===== config.mk =====
export PLATFORM = sky130hd
export DESIGN_NAME = axi_lite_write_arbiter_flat
export DESIGN_NICKNAME = d
export VERILOG_FILES = /design/src/rtl/axi_lite_write_arbiter_pkg.sv /design/src/rtl/axi_lite_write_arbiter_if.sv /design/src/rtl/axi_lite_write_arbiter_rr_arbiter.sv /design/src/rtl/axi_lite_write_arbiter.sv /design/src/flat_wrapper.sv
export SDC_FILE = /design/constraint.sdc
export NUM_CORES = 1
export LEC_CHECK = 0
export ABC_AREA = 0
export CORE_MARGIN = 4
export CORE_UTILIZATION = 30
export DETAILED_ROUTE_END_ITERATION = 7
export PLACE_DENSITY = 0.7
export SYNTH_ARGS = -nofsm -noshare
export SYNTH_HDL_FRONTEND = slang
export SYNTH_SLANG_ARGS = --single-unit

===== constraint.sdc =====
create_clock -name aclk -period 3.1 [get_ports aclk]
set_input_delay 0.93 -clock aclk [delete_from_list [all_inputs] [get_ports aclk]]
set_output_delay 0.93 -clock aclk [all_outputs]
set_load 0.05 [all_outputs]

===== src/rtl/axi_lite_write_arbiter_pkg.sv =====
// Shared types and elaboration-time helpers for the AXI-lite write arbiter.
package axi_lite_arb_pkg;

   typedef enum logic [0:0] {
      ST_IDLE   = 1'b0,
      ST_LOCKED = 1'b1
   } arb_state_e;

   function automatic int clog2(input int value);
      int result;
      result = 0;
      while ((1 << result) < value) begin
         result = result + 1;
      end
      return result;
   endfunction

   function automatic int max_int(input int a, input int b);
      return (a > b) ? a : b;
   endfunction

   // Low bit of requester idx's field inside a packed per-requester bus.
   function automatic int slice_base(input int idx, input int width);
      return idx * width;
   endfunction

endpackage


===== src/rtl/axi_lite_write_arbiter_if.sv =====
// Write-port bundle between the arbiter and the downstream axi_lite_master.
interface axi_lite_write_arbiter_if #(
   parameter int AXI_DATA_WIDTH = 32,
   parameter int AXI_ADDR_WIDTH = 32
);
   logic [AXI_ADDR_WIDTH-1:0]   waddr;
   logic [AXI_DATA_WIDTH-1:0]   wdata;
   logic [AXI_DATA_WIDTH/8-1:0] wstrb;
   logic                        write;
   logic                        full;

   modport master (output waddr, output wdata, output wstrb, output write, input full);
   modport slave  (input waddr, input wdata, input wstrb, input write, output full);
endinterface


===== src/rtl/axi_lite_write_arbiter_rr_arbiter.sv =====
// Round-robin picker: first set request strictly after ptr_i, wrapping around.
module rr_arbiter
   import axi_lite_arb_pkg::*;
#(
   parameter int N  = 4,
   parameter int IW = 2
) (
   input  logic [N-1:0]  req_i,
   input  logic [IW-1:0] ptr_i,
   output logic [N-1:0]  grant_o,
   output logic [IW-1:0] idx_o
);

   logic [N-1:0]   gt_mask;
   logic [2*N-1:0] dbl_req;
   logic [2*N-1:0] dbl_iso;

   // Upper copy holds the wrapped requests, so the lowest set bit of the
   // doubled vector is the next requester in round-robin order.
   always_comb begin
      gt_mask = '0;
      for (int i = 0; i < N; i++) begin
         gt_mask[i] = (i > int'(ptr_i));
      end
      dbl_req = {req_i, req_i & gt_mask};
      dbl_iso = dbl_req & (~dbl_req + (2*N)'(1));
      grant_o = dbl_iso[N-1:0] | dbl_iso[2*N-1:N];
      idx_o   = '0;
      for (int i = 0; i < N; i++) begin
         if (grant_o[i]) begin
            idx_o = IW'(i);
         end
      end
   end

endmodule


===== src/rtl/axi_lite_write_arbiter.sv =====
// Shares one axi_lite_master write port among NUM_REQ requesters with
// round-robin per beat, optional multi-beat locks and a lock watchdog.
module axi_lite_write_arbiter
   import axi_lite_arb_pkg::*;
#(
   parameter int NUM_REQ        = 4,
   parameter int AXI_DATA_WIDTH = 32,
   parameter int AXI_ADDR_WIDTH = 32,
   parameter int LOCK_TIMEOUT   = 256
) (
   input  logic                                  aclk,
   input  logic                                  areset,
   input  logic [NUM_REQ-1:0]                    req_valid_i,
   input  logic [NUM_REQ-1:0]                    req_last_i,
   input  logic [NUM_REQ*AXI_ADDR_WIDTH-1:0]     req_waddr_i,
   input  logic [NUM_REQ*AXI_DATA_WIDTH-1:0]     req_wdata_i,
   input  logic [NUM_REQ*AXI_DATA_WIDTH/8-1:0]   req_wstrb_i,
   output logic [NUM_REQ-1:0]                    req_ready_o,
   axi_lite_write_arbiter_if.master              m_if,
   output logic [NUM_REQ-1:0]                    grant_o,
   output logic [NUM_REQ-1:0]                    lock_abort_o,
   input  logic                                  abort_clear_i
);

   localparam int STRB_W = AXI_DATA_WIDTH / 8;
   localparam int IDX_W  = max_int(1, clog2(NUM_REQ));
   localparam int TMR_W  = max_int(1, clog2(LOCK_TIMEOUT + 1));
   localparam bit WDOG_EN = (LOCK_TIMEOUT != 0);
   localparam logic [TMR_W-1:0] TMR_LAST = TMR_W'((LOCK_TIMEOUT > 0) ? LOCK_TIMEOUT - 1 : 0);
   localparam logic [TMR_W-1:0] TMR_MAX  = '1;

   arb_state_e                state_q, state_d;
   logic [IDX_W-1:0]          ptr_q, ptr_d;
   logic [IDX_W-1:0]          owner_q, owner_d;
   logic [TMR_W-1:0]          timer_q, timer_d;
   logic                      out_valid_q, out_valid_d;
   logic [AXI_ADDR_WIDTH-1:0] out_addr_q, out_addr_d;
   logic [AXI_DATA_WIDTH-1:0] out_data_q, out_data_d;
   logic [STRB_W-1:0]         out_strb_q, out_strb_d;
   logic [NUM_REQ-1:0]        grant_q, grant_d;
   logic [NUM_REQ-1:0]        abort_q, abort_d;

   logic                      write_en;
   logic                      load_en;
   logic [NUM_REQ-1:0]        arb_grant;
   logic [IDX_W-1:0]          arb_idx;
   logic [IDX_W-1:0]          sel_idx;
   logic [NUM_REQ-1:0]        ready;
   logic [NUM_REQ-1:0]        abort_set;
   logic [AXI_ADDR_WIDTH-1:0] sel_addr;
   logic [AXI_DATA_WIDTH-1:0] sel_data;
   logic [STRB_W-1:0]         sel_strb;

   rr_arbiter #(.N(NUM_REQ), .IW(IDX_W)) u_rr (
      .req_i   (req_valid_i),
      .ptr_i   (ptr_q),
      .grant_o (arb_grant),
      .idx_o   (arb_idx)
   );

   // The output register may refill in the same cycle the master drains it.
   assign write_en = out_valid_q & ~m_if.full;
   assign load_en  = ~out_valid_q | write_en;

   assign sel_idx  = (state_q == ST_LOCKED) ? owner_q : arb_idx;
   assign sel_addr = req_waddr_i[slice_base(int'(sel_idx), AXI_ADDR_WIDTH) +: AXI_ADDR_WIDTH];
   assign sel_data = req_wdata_i[slice_base(int'(sel_idx), AXI_DATA_WIDTH) +: AXI_DATA_WIDTH];
   assign sel_strb = req_wstrb_i[slice_base(int'(sel_idx), STRB_W) +: STRB_W];

   always_comb begin
      state_d     = state_q;
      ptr_d       = ptr_q;
      owner_d     = owner_q;
      timer_d     = timer_q;
      out_valid_d = out_valid_q;
      out_addr_d  = out_addr_q;
      out_data_d  = out_data_q;
      out_strb_d  = out_strb_q;
      grant_d     = grant_q;
      ready       = '0;
      abort_set   = '0;

      unique case (state_q)
         ST_IDLE: begin
            if (load_en && (|req_valid_i)) begin
               ready = arb_grant;
               if (req_last_i[arb_idx]) begin
                  ptr_d = arb_idx;
               end else begin
                  state_d = ST_LOCKED;
                  owner_d = arb_idx;
                  timer_d = '0;
               end
            end
         end
         ST_LOCKED: begin
            // Only cycles where the owner itself is silent count toward the watchdog.
            if (req_valid_i[owner_q]) begin
               if (load_en) begin
                  ready[owner_q] = 1'b1;
                  timer_d        = '0;
                  if (req_last_i[owner_q]) begin
                     state_d = ST_IDLE;
                     ptr_d   = owner_q;
                  end
               end
            end else if (WDOG_EN && (timer_q == TMR_LAST)) begin
               state_d            = ST_IDLE;
               ptr_d              = owner_q;
               abort_set[owner_q] = 1'b1;
            end else if (timer_q != TMR_MAX) begin
               timer_d = timer_q + TMR_W'(1);
            end
         end
         default: begin
            state_d = ST_IDLE;
         end
      endcase

      if (load_en) begin
         out_valid_d = |ready;
         if (|ready) begin
            out_addr_d = sel_addr;
            out_data_d = sel_data;
            out_strb_d = sel_strb;
            grant_d    = ready;
         end
      end

      abort_d = (abort_clear_i ? '0 : abort_q) | abort_set;
   end

   always_ff @(posedge aclk) begin
      if (areset) begin
         state_q     <= ST_IDLE;
         ptr_q       <= IDX_W'(NUM_REQ - 1);
         owner_q     <= '0;
         timer_q     <= '0;
         out_valid_q <= 1'b0;
         out_addr_q  <= '0;
         out_data_q  <= '0;
         out_strb_q  <= '0;
         grant_q     <= '0;
         abort_q     <= '0;
      end else begin
         state_q     <= state_d;
         ptr_q       <= ptr_d;
         owner_q     <= owner_d;
         timer_q     <= timer_d;
         out_valid_q <= out_valid_d;
         out_addr_q  <= out_addr_d;
         out_data_q  <= out_data_d;
         out_strb_q  <= out_strb_d;
         grant_q     <= grant_d;
         abort_q     <= abort_d;
      end
   end

   assign req_ready_o  = ready;
   assign grant_o      = grant_q;
   assign lock_abort_o = abort_q;
   assign m_if.waddr   = out_addr_q;
   assign m_if.wdata   = out_data_q;
   assign m_if.wstrb   = out_strb_q;
   assign m_if.write   = write_en;

endmodule

===== src/flat_wrapper.sv =====
// flat-port wrapper written by rule: the top's interface ports become plain ports
module axi_lite_write_arbiter_flat import axi_lite_arb_pkg::*;
#(
   parameter int NUM_REQ        = 4,
   parameter int AXI_DATA_WIDTH = 32,
   parameter int AXI_ADDR_WIDTH = 32,
   parameter int LOCK_TIMEOUT   = 256
)
  (aclk, areset, req_valid_i, req_last_i, req_waddr_i, req_wdata_i, req_wstrb_i, req_ready_o, grant_o, lock_abort_o, abort_clear_i, m_if_waddr, m_if_wdata, m_if_wstrb, m_if_write, m_if_full);
  axi_lite_write_arbiter_if #(.AXI_DATA_WIDTH(AXI_DATA_WIDTH), .AXI_ADDR_WIDTH(AXI_ADDR_WIDTH)) m_if_i ();
  input  logic aclk;
  input  logic areset;
  input  logic [NUM_REQ-1:0] req_valid_i;
  input  logic [NUM_REQ-1:0] req_last_i;
  input  logic [NUM_REQ*AXI_ADDR_WIDTH-1:0] req_waddr_i;
  input  logic [NUM_REQ*AXI_DATA_WIDTH-1:0] req_wdata_i;
  input  logic [NUM_REQ*AXI_DATA_WIDTH/8-1:0] req_wstrb_i;
  output logic [NUM_REQ-1:0] req_ready_o;
  output logic [NUM_REQ-1:0] grant_o;
  output logic [NUM_REQ-1:0] lock_abort_o;
  input  logic abort_clear_i;
  output wire logic [$bits(m_if_i.waddr)-1:0] m_if_waddr;
  output wire logic [$bits(m_if_i.wdata)-1:0] m_if_wdata;
  output wire logic [$bits(m_if_i.wstrb)-1:0] m_if_wstrb;
  output wire logic [$bits(m_if_i.write)-1:0] m_if_write;
  input wire logic [$bits(m_if_i.full)-1:0] m_if_full;
  assign m_if_waddr = m_if_i.waddr;
  assign m_if_wdata = m_if_i.wdata;
  assign m_if_wstrb = m_if_i.wstrb;
  assign m_if_write = m_if_i.write;
  assign m_if_i.full = m_if_full;
  axi_lite_write_arbiter #(.NUM_REQ(NUM_REQ), .AXI_DATA_WIDTH(AXI_DATA_WIDTH), .AXI_ADDR_WIDTH(AXI_ADDR_WIDTH), .LOCK_TIMEOUT(LOCK_TIMEOUT)) u_core (.aclk(aclk), .areset(areset), .req_valid_i(req_valid_i), .req_last_i(req_last_i), .req_waddr_i(req_waddr_i), .req_wdata_i(req_wdata_i), .req_wstrb_i(req_wstrb_i), .req_ready_o(req_ready_o), .m_if(m_if_i), .grant_o(grant_o), .lock_abort_o(lock_abort_o), .abort_clear_i(abort_clear_i));
endmodule

; Word level (Yosys, flattened, before mapping)
; Cells that the tools add are included.
[word_totals]
word_cells = 91
register_bits = 91
[op_classes]
bitwise_logic = 11
addsub = 2
order_cmp = 6
muxes = 41
n_reduce_logical = 8
eq_ne = 10
n_shift = 3
[ops]
columns = operator, count
row1 = $shiftx 128x8->32, 2
row2 = $mux 9, 6
row3 = $mux 4, 7
row4 = $mux 2, 9
row5 = $pmux 9 s2, 1
row6 = $shiftx 16x5->4, 1
row7 = $ne 3x3->1 const B, 5
row8 = $mux 1, 11
row9 = $reduce_and 5->1, 2
row10 = $add 9x1->9 const B, 1
row11 = $eq 9x8->1 const B, 1
row12 = $ne 9x9->1 const B, 1
row13 = $add 8x1->8 const B, 1
row14 = $and 8x8->8, 1
row15 = $not 8->8, 1
row16 = $or 4x4->4, 2
row17 = $pmux 4 s2, 1
row18 = $reduce_or 4->1, 2
row19 = $bmux 1 s2, 3
row20 = $lt 2x3->1 const B, 2
row21 = $and 4x4->4, 1
row22 = $gt 2x2->1 const A, 2
row23 = $ne 2x1->1 const B, 2
row24 = $not 1->1, 4
row25 = other kinds (11), 12

; Longest topological paths before layout
; Gate-level depths: netlist of run 1.
[depth]
ltp_word = 14
mapped_depth = 11
ltp_nobuf = 11

; Modules after synthesis
; From an unflattened synthesis of run 1, not the netlist that was laid out.
[hier_totals]
cells_unflattened = 566
area_unflattened_um2 = 5708.0
[modules_own_cells]
columns = mod, n_inst, area_per_inst_um2, cells_each
row1 = axi_lite_write_arbiter, 1, 5492.8, 535
row2 = rr_arbiter, 1, 215.2, 31

; Worst setup path after synthesis of run 1
; No wires, ideal clock.
[synth_timing]
path_type = input -> register
start = input req_valid_i[3]
end = register u_core.out_addr_q[0], in the netlist u_core.m_if.waddr[0]
required_ns = 3.008
arrival_ns = 3.200
setup_slack_ns = -0.193
path_stages = 9
path_cell_list = buf_2 > a21oi_1 > o2111ai_1 > a21oi_1 > a211oi_4 > a21o_1 > buf_2 > buf_2 > o32ai_1
[synth_via]
elab_cells_between_ends = 19
cone_classes = add/sub: 1 / shift: 1 / mux: 9 / bitwise: 4 / reduce/logical: 4
[synth_lines]
columns = item, line
row1 = start: declaration, flat_wrapper.sv:13  ; input logic [NUM_REQ-1:0] req_valid_i;
row2 = $and 4x4->4, axi_lite_write_arbiter_rr_arbiter.sv:25  ; dbl_req = {req_i, req_i & gt_mask};
row3 = $not 8->8, axi_lite_write_arbiter_rr_arbiter.sv:26  ; dbl_iso = dbl_req & (~dbl_req + (2*N)'(1));
row4 = $add 8x1->8, axi_lite_write_arbiter_rr_arbiter.sv:26
row5 = $and 8x8->8, axi_lite_write_arbiter_rr_arbiter.sv:26
row6 = $or 4x4->4, axi_lite_write_arbiter_rr_arbiter.sv:27  ; grant_o = dbl_iso[N-1:0] | dbl_iso[2*N-1:N];
row7 = $mux 4, axi_lite_write_arbiter.sv:85  ; if (load_en && (|req_valid_i)) begin
row8 = $pmux 4 s2 *, axi_lite_write_arbiter.sv:83  ; unique case (state_q)
row9 = named net req_ready_o[2], flat_wrapper.sv:18  ; output logic [NUM_REQ-1:0] req_ready_o;
row10 = $reduce_or 4->1 *, axi_lite_write_arbiter.sv:122  ; if (|ready) begin
row11 = $reduce_and 2->1 (no source line) *, -
row12 = end signal: assignment, axi_lite_write_arbiter.sv:151  ; out_addr_q <= out_addr_d;
row13 = end: declaration, axi_lite_write_arbiter.sv:37  ; logic [AXI_ADDR_WIDTH-1:0] out_addr_q, out_addr_d;
; The timed path passes the listed nets; every way through them passes the cells marked *. The select of a mux whose other input is x is not followed.
; A chain may end at the register's enable or synchronous reset.

; Worst setup path in the final report of run 1
[layout_timing]
start = input req_valid_i[3]
end = register u_core.out_addr_q[6], in the netlist u_core.m_if.waddr[6]
[layout_via]
elab_chain_cells = 10
elab_cells_between_ends = 19
cone_classes = add/sub: 1 / shift: 1 / mux: 9 / bitwise: 4 / reduce/logical: 4
[layout_lines]
columns = item, line
row1 = $and 4x4->4, axi_lite_write_arbiter_rr_arbiter.sv:25
row2 = $not 8->8, axi_lite_write_arbiter_rr_arbiter.sv:26
row3 = $add 8x1->8, axi_lite_write_arbiter_rr_arbiter.sv:26
row4 = $and 8x8->8, axi_lite_write_arbiter_rr_arbiter.sv:26
row5 = $or 4x4->4, axi_lite_write_arbiter_rr_arbiter.sv:27
row6 = $mux 1, axi_lite_write_arbiter_rr_arbiter.sv:30  ; if (grant_o[i]) begin
row7 = $mux 2 (2 in a row), axi_lite_write_arbiter_rr_arbiter.sv:30
row8 = $mux 2, axi_lite_write_arbiter.sv:65  ; assign sel_idx = (state_q == ST_LOCKED) ? owner_q : arb_idx;
row9 = $shiftx 128x8->32, axi_lite_write_arbiter.sv:66  ; assign sel_addr = req_waddr_i[slice_base(int'(sel_idx), AXI_ADDR_WIDTH) +: AXI_ADDR_WIDTH];
; Parallel ways exist; a longest one is shown, timed or not. The select of a mux whose other input is x is not followed.

==> load_flow_metrics.sql, run 1 <==
INSERT INTO impl_metrics (metric_group, metric, value, unit) VALUES
('power_and_ir_drop', 'p_clk_share', '11.2', '%'),
('power_and_ir_drop', 'power.share.sequential', '17.6', '%'),
('synthesis', 'postSynth.asyncResetShare', '0', '%'),
('power_and_ir_drop', 'share_of_total_power_consumed_by_net_switching', '47.3', '%'),
('power_and_ir_drop', 'power_report.internal_total', '5.33', 'mW'),
('placed_design', 'place.detailed.hpwl', '20000', 'microns'),
('critical_path', 'r2r_start', 'u_core.ptr_q[1]', ''),
('min_path', 'hold-path-endpoint', 'u_core.m_if.waddr[18]', ''),
('synthesis', 'post_synthesis_xor_xnor_area_fraction', '0', '%'),
('cts', 'clkLatencyLatePin', '340', 'ps'),
('power_and_ir_drop', 'power_density', '919', 'nW/um^2'),
('global_route', 'gr-usage-all-layers', '22.7', '%'),
('sta', 'post-route-min-period', '3060', 'ps'),
('sta', 'slew_viols_final', '0', ''),
('global_route', 'grt-ovfl-total', '0', ''),
('sta', 'period_share', '98.6', '%'),
('placed_design', 'io_buf_count', '364', ''),
('cts', 'htree_num_levels', '3', ''),
('drt', 'routed_via_density', '5.24', ''),
('synthesis', 'synth-seq-area-share', '29.9', '%'),
('global_route', 'grt_pass1_wl', '40600', 'microns'),
('floorplan', 'initial_core_util', '30.9', '%'),
('min_path', 'hold_depth', '2', ''),
('cells_and_area', 'filler_cell_count', '1783', ''),
('synthesis', 'combinational_family_with_the_most_area_after_synthesis', 'compound AO/OA/AOI/OAI gates', ''),
('sta', 'whs', '454', 'ps'),
('critical_path', 'crit_chain', 'dlygate4sd2_1 -> buf_6 -> buf_4 -> mux2i_1 -> o22ai_1 -> a211o_4 -> buf_12 -> and3_1 -> a211oi_1 -> buf_4 -> o32ai_1', ''),
('synthesis', 'synth_simple_gate_area_share', '21.1', '%'),
('floorplan', 'fp-row-count', '51', ''),
('cts', 'tritoncts', 'built', ''),
('synthesis', 'synth_seq_cells', '91', ''),
('critical_path', 'crit_type', 'input port to flip-flop', ''),
('critical_path', 'cp_data_arrival_time', '3270', 'ps'),
('floorplan', 'die_w', '150', 'microns'),
('synthesis', 'postSynthAreaPerCell', '7.90', 'sq um'),
('power_and_ir_drop', 'leakagePower', '4.36', 'nW'),
('cts', 'clock_path_buffers', '2', ''),
('min_path', 'timing.hold.worst.start', 'u_core.m_if.waddr[18]', ''),
('power_and_ir_drop', 'netSwitchingPower', '4.79', 'mW'),
('synthesis', 'count_of_flip_flops_with_a_built_in_enable_after_synthesis', '0', ''),
('critical_path', 'reg2reg_setup_slack', '330', 'ps'),
('critical_path', 'r2r-end', 'u_core.m_if.waddr[6]', ''),
('drt', 'first_pass_iters', '5', ''),
('outcome', 'outcome', 'finished, final reports clean', ''),
('global_route', 'vias_in_the_first_global_route', '7335', ''),
('placed_design', 'finalWeightedCongestion', '0.928', ''),
('sta', 'worst_pin_slew', '626', 'ps'),
('floorplan', 'die_h', '150', 'microns'),
('floorplan', 'io-pin-count', '365', ''),
('cts', 'cts_clock_pin_slew_for_the_worst_setup_and_hold_paths', '70', 'ps'),
('critical_path', 'critical_path_peak_fanout', '66', ''),
('sta', 'relative_slew_slack', '58.2', '%'),
('critical_path', 'crit_required', '3310', 'ps'),
('cts', 'cts-hold-fix-buffers', '0', ''),
('cells_and_area', 'seq_area', '1820', 'sq um'),
('critical_path', 'crit_path_end_kind', 'flip-flop', ''),
('synthesis', 'synth_nets', '1057', ''),
('drt', 'detail_route.drc_violations', '0', ''),
('cts', 'cts-buffers-inserted', '9', ''),
('critical_path', 'critPathSlowestCell', 'sky130_fd_sc_hd__a211oi_1', ''),
('sta', 'setup_viol', '0', ''),
('synthesis', 'synth.area.mux_share', '1.75', '%'),
('cells_and_area', 'final_layout_size_suffix_gt1_share', '11.5', '%'),
('drt', 'first_iter_violations', '371', ''),
('drt', 'vias', '7420', ''),
('sta', 'setup_tns', '0', 'ps'),
('drt', 'average_wire_per_standard_cell', '18.9', 'microns'),
('critical_path', 'critPathLaunchType', 'input port', ''),
('power_and_ir_drop', 'power_frac_comb', '71.2', '%'),
('sta', 'fmax', '0.327', 'GHz'),
('run', 'drv_cap', '0', '');
## routing by layer
layer | vias to the layer above | track usage, % | part of all wire, %
li1 | 3684 | - | -
met1 | 3421 | 28.9 | 42
met2 | 269 | 37.1 | 48
met3 | 44 | 6.02 | 7.8
met4 | 2 | 8.14 | 2.6
met5 | - | 0 | 0.030
## cell usage in the layout, fill, tap and decap left out, types with 3 or more instances in the layout
cell type,synthesis,layout
sky130_fd_sc_hd__nor2_1,24,23
sky130_fd_sc_hd__o21ai_1,8,9
sky130_fd_sc_hd__buf_6,2,3
sky130_fd_sc_hd__clkbuf_16,0,9
sky130_fd_sc_hd__nand2b_1,11,10
sky130_fd_sc_hd__nor2b_1,6,5
sky130_fd_sc_hd__a31oi_1,4,4
sky130_fd_sc_hd__a211oi_1,140,140
sky130_fd_sc_hd__clkdlybuf4s50_1,0,355
sky130_fd_sc_hd__dfxtp_1,91,91
sky130_fd_sc_hd__o211ai_1,5,5
sky130_fd_sc_hd__nand3_1,9,9
sky130_fd_sc_hd__ha_1,3,3
sky130_fd_sc_hd__nor3_1,4,4
sky130_fd_sc_hd__inv_1,82,82
sky130_fd_sc_hd__nand2_1,17,16
sky130_fd_sc_hd__mux2i_1,5,5
sky130_fd_sc_hd__a21oi_1,19,17
sky130_fd_sc_hd__buf_12,0,24
sky130_fd_sc_hd__o32ai_1,72,72
sky130_fd_sc_hd__buf_4,3,63
sky130_fd_sc_hd__and3_1,138,138
## cell type report
class / count / share of cell area, %
timing repair buffer: 450 / 41.5
multi-input combinational: 508 / 33.3
sequential: 91 / 16.6
tap: 265 / 3.01
inverter: 83 / 2.83
clock buffer: 12 / 2.24
clock inverter: 4 / 0.455
antenna: 2 / 0.0455
## Yosys cell counts (2+ instances only)
| cell | n | share of area (%) |
|---|---|---|
| sky130_fd_sc_hd__a211oi_1 | 140 | 17 |
| sky130_fd_sc_hd__and3_1 | 138 | 14 |
| sky130_fd_sc_hd__dfxtp_1 | 91 | 30 |
| sky130_fd_sc_hd__inv_1 | 82 | 5.1 |
| sky130_fd_sc_hd__o32ai_1 | 72 | 10 |
| sky130_fd_sc_hd__clkbuf_1 | 58 | 3.6 |
| sky130_fd_sc_hd__nor2_1 | 24 | 1.5 |
| sky130_fd_sc_hd__buf_2 | 22 | 1.8 |
| sky130_fd_sc_hd__a21oi_1 | 19 | 1.6 |
| sky130_fd_sc_hd__nand2_1 | 17 | 1.0 |
| sky130_fd_sc_hd__nand2b_1 | 11 | 1.1 |
| sky130_fd_sc_hd__nand3_1 | 9 | 0.74 |
| sky130_fd_sc_hd__o21ai_1 | 8 | 0.66 |
| sky130_fd_sc_hd__nor2b_1 | 6 | 0.62 |
| sky130_fd_sc_hd__mux2i_1 | 5 | 0.82 |
| sky130_fd_sc_hd__o211ai_1 | 5 | 0.62 |
| sky130_fd_sc_hd__a31oi_1 | 4 | 0.41 |
| sky130_fd_sc_hd__nor3_1 | 4 | 0.33 |
| sky130_fd_sc_hd__a211o_1 | 3 | 0.43 |
| sky130_fd_sc_hd__buf_1 | 3 | 0.19 |
| sky130_fd_sc_hd__buf_4 | 3 | 0.37 |
| sky130_fd_sc_hd__ha_1 | 3 | 0.62 |
| sky130_fd_sc_hd__o21ai_0 | 3 | 0.25 |
| sky130_fd_sc_hd__and2_1 | 2 | 0.21 |
| sky130_fd_sc_hd__buf_6 | 2 | 0.37 |
| sky130_fd_sc_hd__mux4_2 | 2 | 0.74 |
| sky130_fd_sc_hd__nand3b_1 | 2 | 0.25 |
| sky130_fd_sc_hd__nor4_1 | 2 | 0.21 |
| sky130_fd_sc_hd__o2111ai_1 | 2 | 0.29 |
| sky130_fd_sc_hd__o21ai_2 | 2 | 0.29 |
| sky130_fd_sc_hd__o22ai_1 | 2 | 0.21 |
| sky130_fd_sc_hd__or3_1 | 2 | 0.21 |
## metrics by stage
step | instances | cell area [sq um] | utilization [%] | setup slack, ps | power (mW)
after floorplan | 770 | 6090 | - | 7.34 | 6.04
after global placement | 1392 | 10600 | 53.8 | -324 | 8.91
after detailed placement | 1392 | 10600 | 53.8 | -326 | 8.94
after CTS | 1413 | 11000 | 55.7 | 12.4 | 10.2
after global routing | 1415 | 11000 | 55.8 | -21.6 | 10.8
final | 1415 | 11000 | 55.8 | 43.6 | 10.1
## flip-flops by register name, indices dropped and copies added (netlist names)
| name | flops |
|---|---|
| u_core.m_if.wstrb | 4 |
| u_core.lock_abort_o | 4 |
| u_core.m_if.wdata | 32 |
| u_core.out_valid_q | 1 |
| u_core.owner_q | 2 |
| u_core.m_if.waddr | 32 |
| u_core.grant_o | 4 |
| u_core.ptr_q | 2 |
| u_core.state_q | 1 |
| u_core.timer_q | 9 |
## how the worst max path moves through the flow
stage	cells after the start	from	end	slack (ps)
after floorplan	6	req_valid_i[2]	req_ready_o[3]	7
after global placement	10	req_valid_i[1]	u_core.m_if.waddr[6]	-320
after detailed placement	9	req_valid_i[2]	u_core.m_if.waddr[6]	-330
after CTS	6	req_valid_i[1]	req_ready_o[1]	10
after global routing	7	req_valid_i[1]	req_ready_o[2]	-20
final	11	req_valid_i[3]	u_core.m_if.waddr[6]	40
## worst max-delay path, delay by kind of cell
family,cells,cell delay [ps]
AO/OA/AOI/OAI,4,1030
buffers and inverters,5,910
AND/OR/NAND/NOR,1,210
multiplexers,1,130
## repair_timing
action                                  4_1_cts  5_1_grt
endpoints found under the setup margin        4        4
buffers inserted                              4        0
endpoints found under the hold margin         0        0
pin swaps                                     8        2
cloned                                        1        0
gates resized for setup                      15        9
## power by group through the flow
stage / Combinational (mW) / Sequential (mW) / Clock [mW]
CTS: 7.24 / 1.77 / 1.18
global placement: 7.13 / 1.77 / 0
finish: 7.20 / 1.78 / 1.14
floorplan: 3.37 / 2.67 / 0
detailed placement: 7.16 / 1.78 / 0
global route: 7.75 / 1.82 / 1.22
## cells by family after synthesis
| group | Yosys count |
|---|---|
| DFF | 91 |
| adders and majority gates | 3 |
| AOI/OAI and AO/OA | 275 |
| buffers and inverters | 171 |
| and+or+nand+nor | 222 |
| muxes | 8 |
Note: power is estimated with default switching activity, not from simulation.
==> run 2: changes to the inputs <==
- CTS_BUF_LIST: unset -> sky130_fd_sc_hd__clkbuf_8 sky130_fd_sc_hd__clkbuf_16
==> run 2 against run 1 <==
  * Global-route usage did not move
  * Clock skew rose by 0.57 ps
  * Clock power is essentially flat
  * Worst setup slack is essentially flat
  * Final cell count did not move
  * Clock-buffer cell count down 2
  * Sequential cell count unchanged
  * Critical path depth is the same
  * Maximum frequency about the same
  * Via count hardly changed
  * Core utilization is the same
  * First-iteration DRC count stayed put
  * Critical endpoint unchanged
  * Largest power group unchanged
  * Highest routed layer unchanged
==> load_flow_metrics.sql, run 2 (synthesis results as in run 1) <==
INSERT INTO impl_metrics (metric_group, metric, value, unit) VALUES
('outcome', 'outcome', 'finished, final reports clean', ''),
('cts', 'cts-buffers-inserted', '9', ''),
('critical_path', 'crit_chain', 'dlygate4sd2_1 -> buf_6 -> buf_4 -> mux2i_1 -> o22ai_1 -> a211o_4 -> buf_12 -> and3_1 -> a211oi_1 -> buf_4 -> o32ai_1', ''),
('global_route', 'grt_antenna_before_repair', '3', ''),
('power_and_ir_drop', 'power_density', '919', 'nW/um^2'),
('global_route', 'grt_pass1_wl', '40600', 'microns'),
('sta', 'relative_slew_slack', '58.3', '%'),
('critical_path', 'crit_path_end_kind', 'flip-flop', ''),
('critical_path', 'r2r_start', 'u_core.ptr_q[1]', ''),
('cells_and_area', 'final_util', '55.8', '%'),
('floorplan', 'die_w', '150', 'microns'),
('cells_and_area', 'leading_cell_types_in_the_layout_fill_and_taps_excluded', 'sky130_fd_sc_hd__clkdlybuf4s50_1, sky130_fd_sc_hd__a211oi_1, sky130_fd_sc_hd__and3_1', ''),
('global_route', 'gr-usage-all-layers', '22.7', '%'),
('cts', 'clkLatencyLatePin', '340', 'ps'),
('power_and_ir_drop', 'post-layout-total-power', '10.1', 'mW'),
('critical_path', 'critPathSlowestCell', 'sky130_fd_sc_hd__a211oi_1', ''),
('sta', 'fmax', '0.327', 'GHz'),
('critical_path', 'critical_path.endpoint', 'u_core.m_if.waddr[6]', ''),
('sta', 'worst_pin_slew', '625', 'ps'),
('placed_design', 'io_buf_count', '364', ''),
('cts', 'cts-hold-fix-buffers', '0', ''),
('critical_path', 'path_common_cell', 'sky130_fd_sc_hd__buf_4', ''),
('cts', 'tritoncts', 'built', ''),
('critical_path', 'critical_path_peak_fanout', '66', ''),
('sta', 'period_share', '98.6', '%'),
('drt', 'routed_wirelength', '26700', 'microns'),
('placed_design', 'finalWeightedCongestion', '0.928', ''),
('drt', 'first_iter_violations', '371', ''),
('critical_path', 'crit_path_start', 'req_valid_i[3]', ''),
('sta', 'whs', '454', 'ps'),
('critical_path', 'cp_data_arrival_time', '3270', 'ps'),
('floorplan', 'dieArea', '22600', 'sq um'),
('floorplan', 'io-pin-count', '365', ''),
('cts', 'sinks_on_the_clock_net', '91', ''),
('critical_path', 'depth_of_the_worst_register_to_register_path', '8', ''),
('placed_design', 'place.detailed.hpwl', '20000', 'microns'),
('cells_and_area', 'postLayoutCellArea', '11000', 'sq um'),
('global_route', 'vias_in_the_first_global_route', '7335', ''),
('critical_path', 'critPathMaxStageDelay', '420', 'ps'),
('drt', 'first_pass_iters', '5', ''),
('critical_path', 'crit_type', 'input port to flip-flop', ''),
('drt', 'detail_route.drc_violations', '0', ''),
('cts', 'cts_clock_pin_slew_for_the_worst_setup_and_hold_paths', '70', 'ps'),
('cells_and_area', 'num-nets-final', '1430', ''),
('drt', 'average_wire_per_standard_cell', '18.9', 'microns'),
('critical_path', 'crit_required', '3310', 'ps'),
('sta', 'slew_viols_final', '0', ''),
('cells_and_area', 'final_layout_size_suffix_gt1_share', '11.5', '%'),
('drt', 'routed_via_density', '5.24', ''),
('sta', 'setup_viol', '0', ''),
('sta', 'fin_worst_skew', '10.5', 'ps'),
('global_route', 'grt-ovfl-total', '0', ''),
('cts', 'htree_num_levels', '3', ''),
('cts', 'clock_tree.root_cell', 'sky130_fd_sc_hd__clkbuf_16', ''),
('floorplan', 'die_h', '150', 'microns'),
('drt', 'ant_nets', '0', ''),
('min_path', 'hold_crit_class', 'flip-flop to flip-flop', ''),
('floorplan', 'initial_core_util', '30.9', '%'),
('cells_and_area', 'layout.cells.most_common', 'sky130_fd_sc_hd__clkdlybuf4s50_1', ''),
('critical_path', 'reg2reg_setup_slack', '330', 'ps'),
('floorplan', 'core_area', '19700', 'sq um'),
('sta', 'final-hold-violation-count', '0', ''),
('floorplan', 'fp-row-count', '51', ''),
('sta', 'setup_tns', '0', 'ps'),
('placed_design', 'placed_area', '10600', 'sq um'),
('power_and_ir_drop', 'leakagePower', '4.37', 'nW'),
('critical_path', 'critPathLaunchType', 'input port', ''),
('power_and_ir_drop', 'ir_worst_vdd', '482', 'uV'),
('global_route', 'grt_start_max_net_pins', '141', ''),
('sta', 'post-route-min-period', '3060', 'ps'),
('cells_and_area', 'area_delta_synth_final', '80.9', '%'),
('drt', 'vias', '7421', ''),
('critical_path', 'r2r-end', 'u_core.m_if.waddr[6]', ''),
('cts', 'clock_path_buffers', '2', ''),
('run', 'drv_cap', '0', '');
run 2: power by group:
group	total (mW)	internal, mW	switching, mW
Combinational	7.20	3.16	4.04
Sequential	1.78	1.52	0.259
Clock	1.13	0.641	0.489
run 2: stage by stage:
step | setup WS [ps] | cells
6_report | 43.1 | 1415
5_1_grt | -21.6 | 1415
4_1_cts | 12.4 | 1413
3_5_place_dp | -326 | 1392
3_3_place_gp | -324 | 1392
2_1_floorplan | 7.34 | 770
run 2: repair_timing:
action / 4_1_cts / 5_1_grt
pin swaps: 8 / 2
buffers inserted: 4 / 0
gates resized for setup: 15 / 9
endpoints found under the setup margin: 4 / 4
gates cloned: 1 / 0
run 2: how the worst min path moves through the flow:
| stage | startpoint | end | cells past startpoint |
|---|---|---|---|
| 2_1_floorplan | u_core.timer_q[7] | u_core.timer_q[7] | 2 |
| 3_3_place_gp | u_core.m_if.waddr[6] | u_core.m_if.waddr[6] | 2 |
| 3_5_place_dp | u_core.m_if.wstrb[0] | u_core.m_if.wstrb[0] | 2 |
| 4_1_cts | u_core.m_if.waddr[18] | u_core.m_if.waddr[18] | 2 |
| 5_1_grt | u_core.m_if.wdata[9] | u_core.m_if.wdata[9] | 2 |
| 6_report | u_core.m_if.waddr[18] | u_core.m_if.waddr[18] | 2 |
run 2: worst max-delay path, delay by kind of cell:
kind,cells,cell delay (ps)
compound gates,4,1030
mux,1,130
buf+inv,5,910
simple gates,1,210
run 2: layout make-up:
cell class | instances | area [sq um]
Tap cell | 265 | 332
Clock buffer | 10 | 239
Multi-Input combinational cell | 508 | 3670
Inverter | 83 | 312
Fill cell | 1783 | 8710
Timing Repair Buffer | 450 | 4570
Sequential cell | 91 | 1820
Clock inverter | 6 | 57.6
Antenna cell | 2 | 5.00
run 2: layer usage:
layer  routed length (microns)  global-route usage, %  vias up
met3                      2070                   6.02       46
met2                     12800                   37.1      269
met5                         8                      0        -
li1                          -                      -     3684
met4                       722                   8.14        2
met1                     11100                   28.9     3420
==> run 3: changes to the inputs <==
- HOLD_SLACK_MARGIN: unset -> 0.15
==> results of run 3 <==
Final layout, timing and power as in run 2 (identical DEF).
